File: src/rtl/instruction_serializer_pkg.sv
// Shared definitions for the 8051 instruction byte serializer: FSM state
// encoding, instruction length codes, MCS-51 opcode constants and the
// checksum helper used when INST_SERIALIZER_CHECKSUM_EN is defined.
package instruction_serializer_pkg;

    // ST_CHK is only entered when the checksum byte is configured in.
    typedef enum logic [2:0] {
        ST_IDLE = 3'd0,
        ST_B0   = 3'd1,
        ST_B1   = 3'd2,
        ST_B2   = 3'd3,
        ST_CHK  = 3'd4
    } ser_state_e;

    // LEN_0 is what the length output shows while nothing is in flight.
    localparam logic [1:0] LEN_0 = 2'd0;
    localparam logic [1:0] LEN_1 = 2'd1;
    localparam logic [1:0] LEN_2 = 2'd2;
    localparam logic [1:0] LEN_3 = 2'd3;

    // General MCS-51 opcodes referenced by the loader and trace tooling.
    localparam logic [7:0] OP_NOP        = 8'h00;
    localparam logic [7:0] OP_AJMP_PAGE0 = 8'h01;
    localparam logic [7:0] OP_ACALL_PAGE0 = 8'h11;
    localparam logic [7:0] OP_SJMP       = 8'h80;
    localparam logic [7:0] OP_MOV_A_IMM  = 8'h74;
    localparam logic [7:0] OP_RESERVED   = 8'hA5;
    localparam logic [7:0] OP_CLR_A      = 8'hE4;

    // Three-byte instructions (CJNE occupies the whole 0xB4-0xBF block).
    localparam logic [7:0] OP_LJMP         = 8'h02;
    localparam logic [7:0] OP_JBC          = 8'h10;
    localparam logic [7:0] OP_LCALL        = 8'h12;
    localparam logic [7:0] OP_JB           = 8'h20;
    localparam logic [7:0] OP_JNB          = 8'h30;
    localparam logic [7:0] OP_ORL_DIR_IMM  = 8'h43;
    localparam logic [7:0] OP_ANL_DIR_IMM  = 8'h53;
    localparam logic [7:0] OP_XRL_DIR_IMM  = 8'h63;
    localparam logic [7:0] OP_MOV_DIR_IMM  = 8'h75;
    localparam logic [7:0] OP_MOV_DIR_DIR  = 8'h85;
    localparam logic [7:0] OP_MOV_DPTR_IMM = 8'h90;
    localparam logic [7:0] OP_CJNE_FIRST   = 8'hB4;
    localparam logic [7:0] OP_CJNE_LAST    = 8'hBF;
    localparam logic [7:0] OP_DJNZ_DIR     = 8'hD5;

    // XOR of exactly the bytes that will be emitted for an instruction.
    function automatic logic [7:0] instChecksum(input logic [7:0] opcode,
                                                input logic [7:0] operand1,
                                                input logic [7:0] operand2,
                                                input logic [1:0] len);
        logic [7:0] sum;
        sum = opcode;
        if (len == LEN_2 || len == LEN_3) begin
            sum = sum ^ operand1;
        end
        if (len == LEN_3) begin
            sum = sum ^ operand2;
        end
        return sum;
    endfunction

endpackage

File: src/rtl/instruction_length_decode.sv
// Combinational 8051 instruction length decoder: opcode in, 1/2/3 out.
// Shared with the fetch path, so it carries no state and no configuration.
module instruction_length_decode
    import instruction_serializer_pkg::*;
(
    input  logic [7:0] opcode_i,
    output logic [1:0] length_o
);

    // Full opcode-map lookup; AJMP/ACALL pages are caught by the low five bits.
    always_comb begin
        length_o = LEN_1;
        case (opcode_i)
            OP_LJMP, OP_JBC, OP_LCALL, OP_JB, OP_JNB,
            OP_ORL_DIR_IMM, OP_ANL_DIR_IMM, OP_XRL_DIR_IMM,
            OP_MOV_DIR_IMM, OP_MOV_DIR_DIR, OP_MOV_DPTR_IMM,
            8'hB4, 8'hB5, 8'hB6, 8'hB7, 8'hB8, 8'hB9, 8'hBA, 8'hBB,
            8'hBC, 8'hBD, 8'hBE, 8'hBF,
            OP_DJNZ_DIR:
                length_o = LEN_3;

            8'h05, 8'h15,
            8'h24, 8'h25, 8'h34, 8'h35, 8'h94, 8'h95,
            8'h40, 8'h50, 8'h60, 8'h70, 8'h80,
            8'h42, 8'h44, 8'h45, 8'h52, 8'h54, 8'h55,
            8'h62, 8'h64, 8'h65,
            8'h72, 8'h82, 8'h92, 8'hA0, 8'hA2, 8'hB0, 8'hB2,
            8'hC2, 8'hD2,
            8'h74, 8'h76, 8'h77,
            8'h78, 8'h79, 8'h7A, 8'h7B, 8'h7C, 8'h7D, 8'h7E, 8'h7F,
            8'h86, 8'h87,
            8'h88, 8'h89, 8'h8A, 8'h8B, 8'h8C, 8'h8D, 8'h8E, 8'h8F,
            8'hA6, 8'hA7,
            8'hA8, 8'hA9, 8'hAA, 8'hAB, 8'hAC, 8'hAD, 8'hAE, 8'hAF,
            8'hC0, 8'hD0, 8'hC5,
            8'hD8, 8'hD9, 8'hDA, 8'hDB, 8'hDC, 8'hDD, 8'hDE, 8'hDF,
            8'hE5, 8'hF5:
                length_o = LEN_2;

            default: begin
                if (opcode_i[4:0] == OP_AJMP_PAGE0[4:0] ||
                    opcode_i[4:0] == OP_ACALL_PAGE0[4:0]) begin
                    length_o = LEN_2;
                end
            end
        endcase
    end

endmodule

File: src/rtl/instruction_byte_serializer.sv
// Serializes one parallel 8051 instruction into 1..3 bytes over a
// valid/ready stream, counting completed instructions. Defining
// INST_SERIALIZER_CHECKSUM_EN appends an XOR checksum byte per instruction.
module instruction_byte_serializer
    import instruction_serializer_pkg::*;
#(
    parameter int COUNT_WIDTH = 16
)
(
    input  logic                   clk,
    input  logic                   reset,
    input  logic                   inst_valid,
    output logic                   inst_ready,
    input  logic [7:0]             inst_opcode,
    input  logic [7:0]             inst_operand1,
    input  logic [7:0]             inst_operand2,
    output logic                   byte_valid,
    input  logic                   byte_ready,
    output logic [7:0]             byte_data,
    output logic                   byte_last,
    output logic [1:0]             inst_length,
    output logic [COUNT_WIDTH-1:0] inst_count
);

`ifdef INST_SERIALIZER_CHECKSUM_EN
    localparam bit ChecksumEn = 1'b1;
`else
    localparam bit ChecksumEn = 1'b0;
`endif

    localparam logic [COUNT_WIDTH-1:0] CountOne = COUNT_WIDTH'(1);

    ser_state_e             state_q, state_d;
    logic [7:0]             operand1_q, operand1_d;
    logic [7:0]             operand2_q, operand2_d;
    logic [1:0]             instLength_q, instLength_d;
    logic                   byteValid_q, byteValid_d;
    logic [7:0]             byteData_q, byteData_d;
    logic                   byteLast_q, byteLast_d;
    logic [COUNT_WIDTH-1:0] instCount_q, instCount_d;
`ifdef INST_SERIALIZER_CHECKSUM_EN
    logic [7:0]             checksum_q, checksum_d;
`endif

    logic [1:0] decodedLen;
    logic       dataDone;
    logic       lastState;
    logic       handshake;
    logic       accept;

    instruction_length_decode u_length_decode (
        .opcode_i (inst_opcode),
        .length_o (decodedLen)
    );

    // Identify the state holding the final byte so a new instruction can be
    // accepted on the same edge that retires the current one.
    always_comb begin
        dataDone = (state_q == ST_B0 && instLength_q == LEN_1) ||
                   (state_q == ST_B1 && instLength_q == LEN_2) ||
                   (state_q == ST_B2);
        if (ChecksumEn) begin
            lastState = (state_q == ST_CHK);
        end else begin
            lastState = dataDone;
        end
        handshake  = byteValid_q && byte_ready;
        inst_ready = (state_q == ST_IDLE) || (lastState && byte_ready);
        accept     = inst_valid && inst_ready;
    end

    // Next-state and next-output logic; an accept overrides the return to idle.
    always_comb begin
        state_d      = state_q;
        operand1_d   = operand1_q;
        operand2_d   = operand2_q;
        instLength_d = instLength_q;
        byteValid_d  = byteValid_q;
        byteData_d   = byteData_q;
        byteLast_d   = byteLast_q;
        instCount_d  = instCount_q;
`ifdef INST_SERIALIZER_CHECKSUM_EN
        checksum_d   = checksum_q;
`endif

        if (handshake && byteLast_q) begin
            instCount_d = instCount_q + CountOne;
        end

        if (handshake) begin
            if (lastState) begin
                state_d      = ST_IDLE;
                byteValid_d  = 1'b0;
                byteData_d   = 8'h00;
                byteLast_d   = 1'b0;
                instLength_d = LEN_0;
            end else if (dataDone) begin
`ifdef INST_SERIALIZER_CHECKSUM_EN
                state_d    = ST_CHK;
                byteData_d = checksum_q;
                byteLast_d = 1'b1;
`endif
            end else if (state_q == ST_B0) begin
                state_d    = ST_B1;
                byteData_d = operand1_q;
                byteLast_d = !ChecksumEn && (instLength_q == LEN_2);
            end else if (state_q == ST_B1) begin
                state_d    = ST_B2;
                byteData_d = operand2_q;
                byteLast_d = !ChecksumEn;
            end
        end

        if (accept) begin
            state_d      = ST_B0;
            operand1_d   = inst_operand1;
            operand2_d   = inst_operand2;
            instLength_d = decodedLen;
            byteValid_d  = 1'b1;
            byteData_d   = inst_opcode;
            byteLast_d   = !ChecksumEn && (decodedLen == LEN_1);
`ifdef INST_SERIALIZER_CHECKSUM_EN
            checksum_d   = instChecksum(inst_opcode, inst_operand1,
                                        inst_operand2, decodedLen);
`endif
        end
    end

    // State and registered outputs; reset drops any instruction in flight.
    always_ff @(posedge clk or posedge reset) begin
        if (reset) begin
            state_q      <= ST_IDLE;
            operand1_q   <= 8'h00;
            operand2_q   <= 8'h00;
            instLength_q <= LEN_0;
            byteValid_q  <= 1'b0;
            byteData_q   <= 8'h00;
            byteLast_q   <= 1'b0;
            instCount_q  <= '0;
`ifdef INST_SERIALIZER_CHECKSUM_EN
            checksum_q   <= 8'h00;
`endif
        end else begin
            state_q      <= state_d;
            operand1_q   <= operand1_d;
            operand2_q   <= operand2_d;
            instLength_q <= instLength_d;
            byteValid_q  <= byteValid_d;
            byteData_q   <= byteData_d;
            byteLast_q   <= byteLast_d;
            instCount_q  <= instCount_d;
`ifdef INST_SERIALIZER_CHECKSUM_EN
            checksum_q   <= checksum_d;
`endif
        end
    end

    assign byte_valid  = byteValid_q;
    assign byte_data   = byteData_q;
    assign byte_last   = byteLast_q;
    assign inst_length = instLength_q;
    assign inst_count  = instCount_q;

endmodule

File: config.mk
export PLATFORM = sky130hd
export DESIGN_NAME = instruction_byte_serializer
export DESIGN_NICKNAME = d
export VERILOG_FILES = /design/src/rtl/instruction_serializer_pkg.sv /design/src/rtl/instruction_length_decode.sv /design/src/rtl/instruction_byte_serializer.sv
export SDC_FILE = /design/constraint.sdc
export NUM_CORES = 1
export LEC_CHECK = 0
export CELL_PAD_IN_SITES_DETAIL_PLACEMENT = 0
export CELL_PAD_IN_SITES_GLOBAL_PLACEMENT = 1
export CORE_MARGIN = 1.5
export CORE_UTILIZATION = 47
export DETAILED_ROUTE_END_ITERATION = 16
export DONT_BUFFER_PORTS = 1
export PLACE_DENSITY_LB_ADDON = 0.1
export SLEW_MARGIN = 20
export SYNTH_ARGS = -nofsm -noshare
export SYNTH_HDL_FRONTEND = slang
export SYNTH_SLANG_ARGS = --single-unit
File: constraint.sdc
create_clock -name clk -period 2.3 [get_ports clk]
set_clock_uncertainty 0.05 [all_clocks]
set_input_delay 0.115 -clock clk [delete_from_list [all_inputs] [get_ports clk]]
set_output_delay 0.115 -clock clk [all_outputs]
set_load 0.005 [all_outputs]
==> Word-level counts from Yosys, hierarchy flattened <==
Cells that the tools add are included.
{ "totals": {"reg_bits": 47, "out_inout_bits": 29, "elab_cells": 157} }
{ "op_classes": {"n_addsub": 1, "eq_ne": 107, "mux": 23, "n_reduce_logical": 18} }
{ "op_table": {"columns": ["operator", "count"], "rows": [
  ["$eq 8x8->1 const B", 59],
  ["$eq 8x7->1 const B", 29],
  ["$reduce_or 75->1", 1],
  ["$eq 8x6->1 const B", 6],
  ["$mux 8", 5],
  ["$eq 8x5->1 const B", 3],
  ["$reduce_or 24->1", 1],
  ["$add 16x1->16 const B", 1],
  ["$mux 3", 5],
  ["$eq 8x2->1 const B", 1],
  ["$eq 8x3->1 const B", 1],
  ["$mux 1", 8],
  ["$mux 2", 4],
  ["$eq 3x2->1 const B", 2],
  ["$logic_and 1x1->1", 6],
  ["$eq 5x1->1 const B", 1],
  ["$eq 5x5->1 const B", 1],
  ["$eq 2x1->1 const B", 2],
  ["$logic_or 1x1->1", 4],
  ["$pmux 2 s2", 1],
  ["$reduce_and 2->1", 2],
  ["$reduce_bool 2->1", 2],
  ["$reduce_bool 4->1", 1],
  ["$eq 3x1->1 const B", 1],
  ["2 further kinds", 2]
]} }

==> Depth between registers and ports, before layout <==
{ "depth": {"word_depth": 9, "depth_mapped": 10, "depth_no_buf": 8} }

==> Hierarchy <==
From an unflattened synthesis, not the netlist that was laid out.
{ "hier_totals": {"hier_cells": 265, "area_unflattened_um2": 2795.2} }
{ "modules_own_cells": {"columns": ["mod", "n_inst", "cells_per_inst", "area_per_inst_um2", "seq_area_each_um2"], "rows": [
  ["instruction_byte_serializer", 1, 203, 2366.0, 1151.1],
  ["instruction_length_decode", 1, 62, 429.2, 0.0]
]} }

==> Worst setup path before layout <==
No wires, ideal clock.
{ "synth_path": {"path_type": "register to register", "startpoint": "reg state_q[0]", "endpoint": "reg byteData_q[0], in the netlist byte_data[0]", "arrival_time_ns": 1.953, "required_time_ns": 2.122, "setup_slack_ns": 0.169, "stages_incl_launch_ff": 11, "path_cell_list": "dfrtp_1 -> inv_1 -> ha_1 -> and3b_1 -> a311o_1 -> a21o_1 -> and2_1 -> buf_6 -> buf_6 -> a22oi_1 -> o21ai_1"} }
{ "synth_between": {"elab_chain_len": 9, "elab_cells_between_ends": 18, "cone_classes": "eq/ne (3); mux (4); reduce/logical (11)"} }
{ "synth_rtl": {"columns": ["item", "line_no", "text"], "rows": [
  ["from (decl)", "instruction_byte_serializer.sv:33", "ser_state_e state_q, state_d;"],
  ["from (signal assigned)", "instruction_byte_serializer.sv:144", "state_q <= state_d;"],
  ["$eq 3x1->1 / $eq 3x2->1 (equally long branches)", "instruction_byte_serializer.sv:59, instruction_byte_serializer.sv:60", null],
  ["$logic_and 1x1->1 (on tied branches)", "instruction_byte_serializer.sv:59, instruction_byte_serializer.sv:60", null],
  ["$logic_or 1x1->1", "instruction_byte_serializer.sv:59", "dataDone = (state_q == ST_B0 && instLength_q == LEN_1) ||"],
  ["$logic_or 1x1->1", "instruction_byte_serializer.sv:60", "(state_q == ST_B1 && instLength_q == LEN_2) ||"],
  ["$logic_and 1x1->1", "instruction_byte_serializer.sv:68", "inst_ready = (state_q == ST_IDLE) || (lastState && byte_ready);"],
  ["$logic_or 1x1->1 (*)", "instruction_byte_serializer.sv:68", null],
  ["named net inst_ready", "instruction_byte_serializer.sv:13", "output logic inst_ready,"],
  ["$logic_and 1x1->1 (*)", "instruction_byte_serializer.sv:69", "accept = inst_valid && inst_ready;"],
  ["$reduce_bool 4->1 (no line) / $reduce_bool 2->1 (equally long branches)", null, null],
  ["$reduce_and 2->1 (no line)", null, null],
  ["to (signal assigned)", "instruction_byte_serializer.sv:149", "byteData_q <= byteData_d;"],
  ["to (decl)", "instruction_byte_serializer.sv:38", "logic [7:0] byteData_q, byteData_d;"]
]} }
Mark *: on every way through the listed nets, which the timed path passes. The rest lies on a longest branch. The select of a mux whose other input is x is not followed.
A chain may end at the register's enable or synchronous reset.

==> Worst setup path in the final report <==
{ "layout_path": {"startpoint": "reg state_q[0]", "endpoint": "reg instLength_q[1], in the netlist inst_length[1]"} }
{ "layout_between": {"elab_chain_len": 9, "elab_cells_between_ends": 15, "cone_classes": "eq/ne (3); mux (1); reduce/logical (11)"} }
{ "layout_rtl": {"columns": ["item", "line_no", "text"], "rows": [
  ["$eq 3x1->1 / $eq 3x2->1 (equally long branches)", "instruction_byte_serializer.sv:59, instruction_byte_serializer.sv:60", null],
  ["$logic_and 1x1->1 (on tied branches)", "instruction_byte_serializer.sv:59, instruction_byte_serializer.sv:60", null],
  ["$logic_or 1x1->1", "instruction_byte_serializer.sv:59", null],
  ["$logic_or 1x1->1", "instruction_byte_serializer.sv:60", null],
  ["$logic_and 1x1->1", "instruction_byte_serializer.sv:68", null],
  ["$logic_or 1x1->1", "instruction_byte_serializer.sv:68", null],
  ["$logic_and 1x1->1", "instruction_byte_serializer.sv:69", null],
  ["$reduce_bool 2->1 (no line)", null, null],
  ["$reduce_and 2->1 (no line)", null, null],
  ["to (signal assigned)", "instruction_byte_serializer.sv:147", "instLength_q <= instLength_d;"],
  ["to (decl)", "instruction_byte_serializer.sv:36", "logic [1:0] instLength_q, instLength_d;"]
]} }
Parallel ways exist; a longest one is shown, timed or not.

==> impl_metrics.env <==
export IMPL_critical_path_startpoint_type="flip-flop"
export IMPL_syn_area_sq_mm=0.00249
export IMPL_total_power_w=0.00296
export IMPL_r2r_end="inst_length[1]$_DFFE_PP0P_"
export IMPL_synth_top_cell_area_share=0.463
export IMPL_async_flop_share=1.00
export IMPL_synth_xor_area_frac=0.0563
export IMPL_cp_max_fo=4
export IMPL_dr_pass1_iters=4
export IMPL_synth_seq_cells=46
export IMPL_dp_slack_ps=26.4
export IMPL_cpPeakStageDelay_ps=430
export IMPL_detail_route_antenna_nets=0
export IMPL_min_period_ps=2160
export IMPL_clk_latency_ps=300
export IMPL_status="completed"
export IMPL_use_met1=0.310
export IMPL_grt_max_degree=47
export IMPL_synth_main_ff_cell="dfrtp_1"
export IMPL_syn_avg_cell_area_sq_um=9.14
export IMPL_wl_per_cell_um=15.4
export IMPL_critPathBufInv=2
export IMPL_die_area_sq_mm=0.00574
export IMPL_cts_sinks=46
export IMPL_clockRootBuffer="clkbuf_8"
export IMPL_die_w_um=75.8
export IMPL_antenna_found_initial=0
export IMPL_grt_util_met2=0.289
export IMPL_post_cts_buffers=0
export IMPL_slew_violations=0
export IMPL_vias=2031
export IMPL_fillers=468
export IMPL_ioPinCount=57
export IMPL_grt_pass1_wl_mm=8.92
export IMPL_power_leakage_nw=1.33
export IMPL_tightestPinTransition_ps=945
export IMPL_cts_max_path_buffers=2
export IMPL_stdcell_count=368
export IMPL_muxShareOfSynthArea=0.0407
export IMPL_most_common_layout_cells="nand2_1 (66), dfrtp_1 (46), dlygate4sd3_1 (26)"
export IMPL_synth_fa_ha_area_frac=0.0252
export IMPL_fmax_ghz=0.463
export IMPL_die_y_um=75.8
export IMPL_synthesis_nets=305
export IMPL_design_area_sq_mm=0.00292
export IMPL_ff2ff_path_depth=9
export IMPL_tns_ps=0
export IMPL_placed_area_sq_mm=0.00256
export IMPL_synth_top_family_by_area="simple AND/OR/NAND/NOR gates"
export IMPL_peakVddDrop_mv=0.497
export IMPL_grt_use_total=0.208
export IMPL_synth_compound_area_frac=0.136
export IMPL_syn_to_final_growth_pct=17.4
export IMPL_drive_above_1_share=0.0738
export IMPL_gp_congestion=0.834
export IMPL_n_antenna_cell=0
export IMPL_cts_made_buffers=5
export IMPL_path_cells="inv_1 -> ha_1 -> and3b_1 -> a311o_1 -> a31oi_2 -> buf_4 -> nor4_1 -> nand3_1 -> a21boi_0"
export IMPL_yosysTopAreaCell="dfrtp_1"
export IMPL_seq_area_frac_synth=0.463
export IMPL_r2r_setup_slack_ps=140
export IMPL_first_global_vias=1831
export IMPL_slew_headroom=0.369
export IMPL_cts_tree="done"
export IMPL_worstHoldStart="inst_valid"
export IMPL_final_common_cell="nand2_1"
export IMPL_htreeDepth=2
export IMPL_netlist_instances=272
export IMPL_crit_type="reg2reg"
export IMPL_synth_edf_count=0
export IMPL_cp_required_ps=2430
export IMPL_start_util=0.487
export IMPL_overflow=0
export IMPL_maxCapViolCount=0
export IMPL_min_path_type="in2reg"
export IMPL_cpMaxStageDelayCell="dfrtp_1"
export IMPL_synth_warnings=0
export IMPL_port_buffers=0
export IMPL_cp_end_kind="flip-flop"
export IMPL_reg2reg_from="state_q[0]$_DFFE_PP0P_"
export IMPL_grt_met3_usage=0.0595
export IMPL_yosysUniqueCellTypes=46
export IMPL_whs_endpoint="byte_last$_DFFE_PP0P_"
export IMPL_cpLargestDelayFamily="simple AND/OR/NAND/NOR gates"
export IMPL_hold_violations=0
export IMPL_clkTransAtPathRegs_ps=80
export IMPL_drt_iter0_drc=108
export IMPL_cp_arrival_ps=2290
export IMPL_power_density_mw_per_mm2=1010
export IMPL_route_detailed_drc=0
export IMPL_whs_path_depth=3
export IMPL_rows=26
export IMPL_synthTopCellsByArea="dfrtp_1 (46%), nand2_1 (10%), mux2i_1 (3.6%), xnor2_1 (3.5%), o21ai_0 (3.4%)"
export IMPL_setup_viol=0
export IMPL_busiest_layer="met1"
export IMPL_dpl_cell_count=334
export IMPL_synthSimpleGateAreaFrac=0.230
export IMPL_fin_crit_sh=0.938
export IMPL_cp_depth=9
export IMPL_routed_wl_mm=5.66
export IMPL_fin_nets=330
export IMPL_avgViaCountPerCell=5.52
export IMPL_worst_slack_ps=142
export IMPL_hpwlAfterDp_mm=3.78
export IMPL_coreArea_sq_mm=0.00511
[cell families after synthesis]
| logic type | after synthesis |
|---|---|
| buffers and inverters | 25 |
| AOI/OAI and AO/OA | 50 |
| and+or+nand+nor | 120 |
| DFF | 46 |
| muxes | 10 |
| adders and majority gates | 5 |
| xor gates and xnor gates | 16 |
[flip-flops by register name, indices dropped and copies added (netlist names)]
register,count
inst_length,2
byte_valid,1
byte_last,1
state_q,2
operand2_q,8
operand1_q,8
inst_count,16
byte_data,8
[how the worst max path moves through the flow]
stage,startpoint,end
2_1_floorplan,state_q[0]$_DFFE_PP0P_,byte_data[0]$_DFFE_PP0P_
3_3_place_gp,state_q[0]$_DFFE_PP0P_,byte_data[2]$_DFFE_PP0P_
3_5_place_dp,state_q[0]$_DFFE_PP0P_,byte_data[4]$_DFFE_PP0P_
4_1_cts,state_q[0]$_DFFE_PP0P_,byte_data[4]$_DFFE_PP0P_
5_1_grt,state_q[0]$_DFFE_PP0P_,byte_data[3]$_DFFE_PP0P_
6_report,state_q[0]$_DFFE_PP0P_,inst_length[1]$_DFFE_PP0P_
[where the power goes]
part	switching, W	total, W	internal (W)
clock network	0.000267	0.000482	0.000215
logic	0.000615	0.00115	0.000530
registers	0.000233	0.00134	0.00110
total	0.00112	0.00296	0.00185
[worst register-to-register path: cells and delay by family, from the launching register on]
kind	cells	cell delay (ps)
AOI/OAI and AO/OA	3	500
adders and majority gates	1	140
buffers and inverters	2	260
DFF	1	430
and+or+nand+nor	3	670
[per-layer routing]
metal / routed length, um / part of all wire
met4: 86 / 0.015
met3: 370 / 0.065
met5: 0 / 0
met2: 2460 / 0.44
met1: 2740 / 0.48
[final cells by class]
type,count,area [sq um],share of cell area
inverter,8,30.0,0.0103
sequential,46,1150,0.394
clock buffer,6,72.6,0.0249
tap,70,87.6,0.0300
multi-input combinational,201,1220,0.419
timing repair buffer,35,340,0.117
clock inverter,2,13.8,0.00471
[cells in the mapped netlist (2+ instances only)]
master and number:
mux2i_1 9, inv_1 8, nor4_1 3, nand3b_1 2
xor2_1 6, o21ai_0 17, dfrtp_1 46, ha_1 5
buf_1 2, a311oi_1 2, nand4_1 7, clkbuf_1 4
nor3_1 5, and3b_1 2, a22oi_1 8, and4_1 2
nor2_1 8, nand2_1 66, buf_2 9, nand3_1 10
a21oi_1 3, a211o_1 2, nor4b_1 3, and2_1 3
nand2b_1 2, nor2b_1 2, a2111oi_0 4, o211ai_1 4
xnor2_1 10, buf_6 2
[stage by stage]
step                      hold slack (ps)   util
after floorplan                       170      -
after global placement                172  0.502
after detailed placement              175  0.502
after CTS                            56.8  0.570
after global routing                 88.0  0.572
final                                72.6  0.572
[repair_timing]
action | in CTS | in global routing
endpoints found under the hold margin | 71 | 0
resized for setup | 1 | 2
setup endpoints to repair | 1 | 8
hold buffers | 26 | 0
No activity file was read; power rests on OpenSTA's default activity.
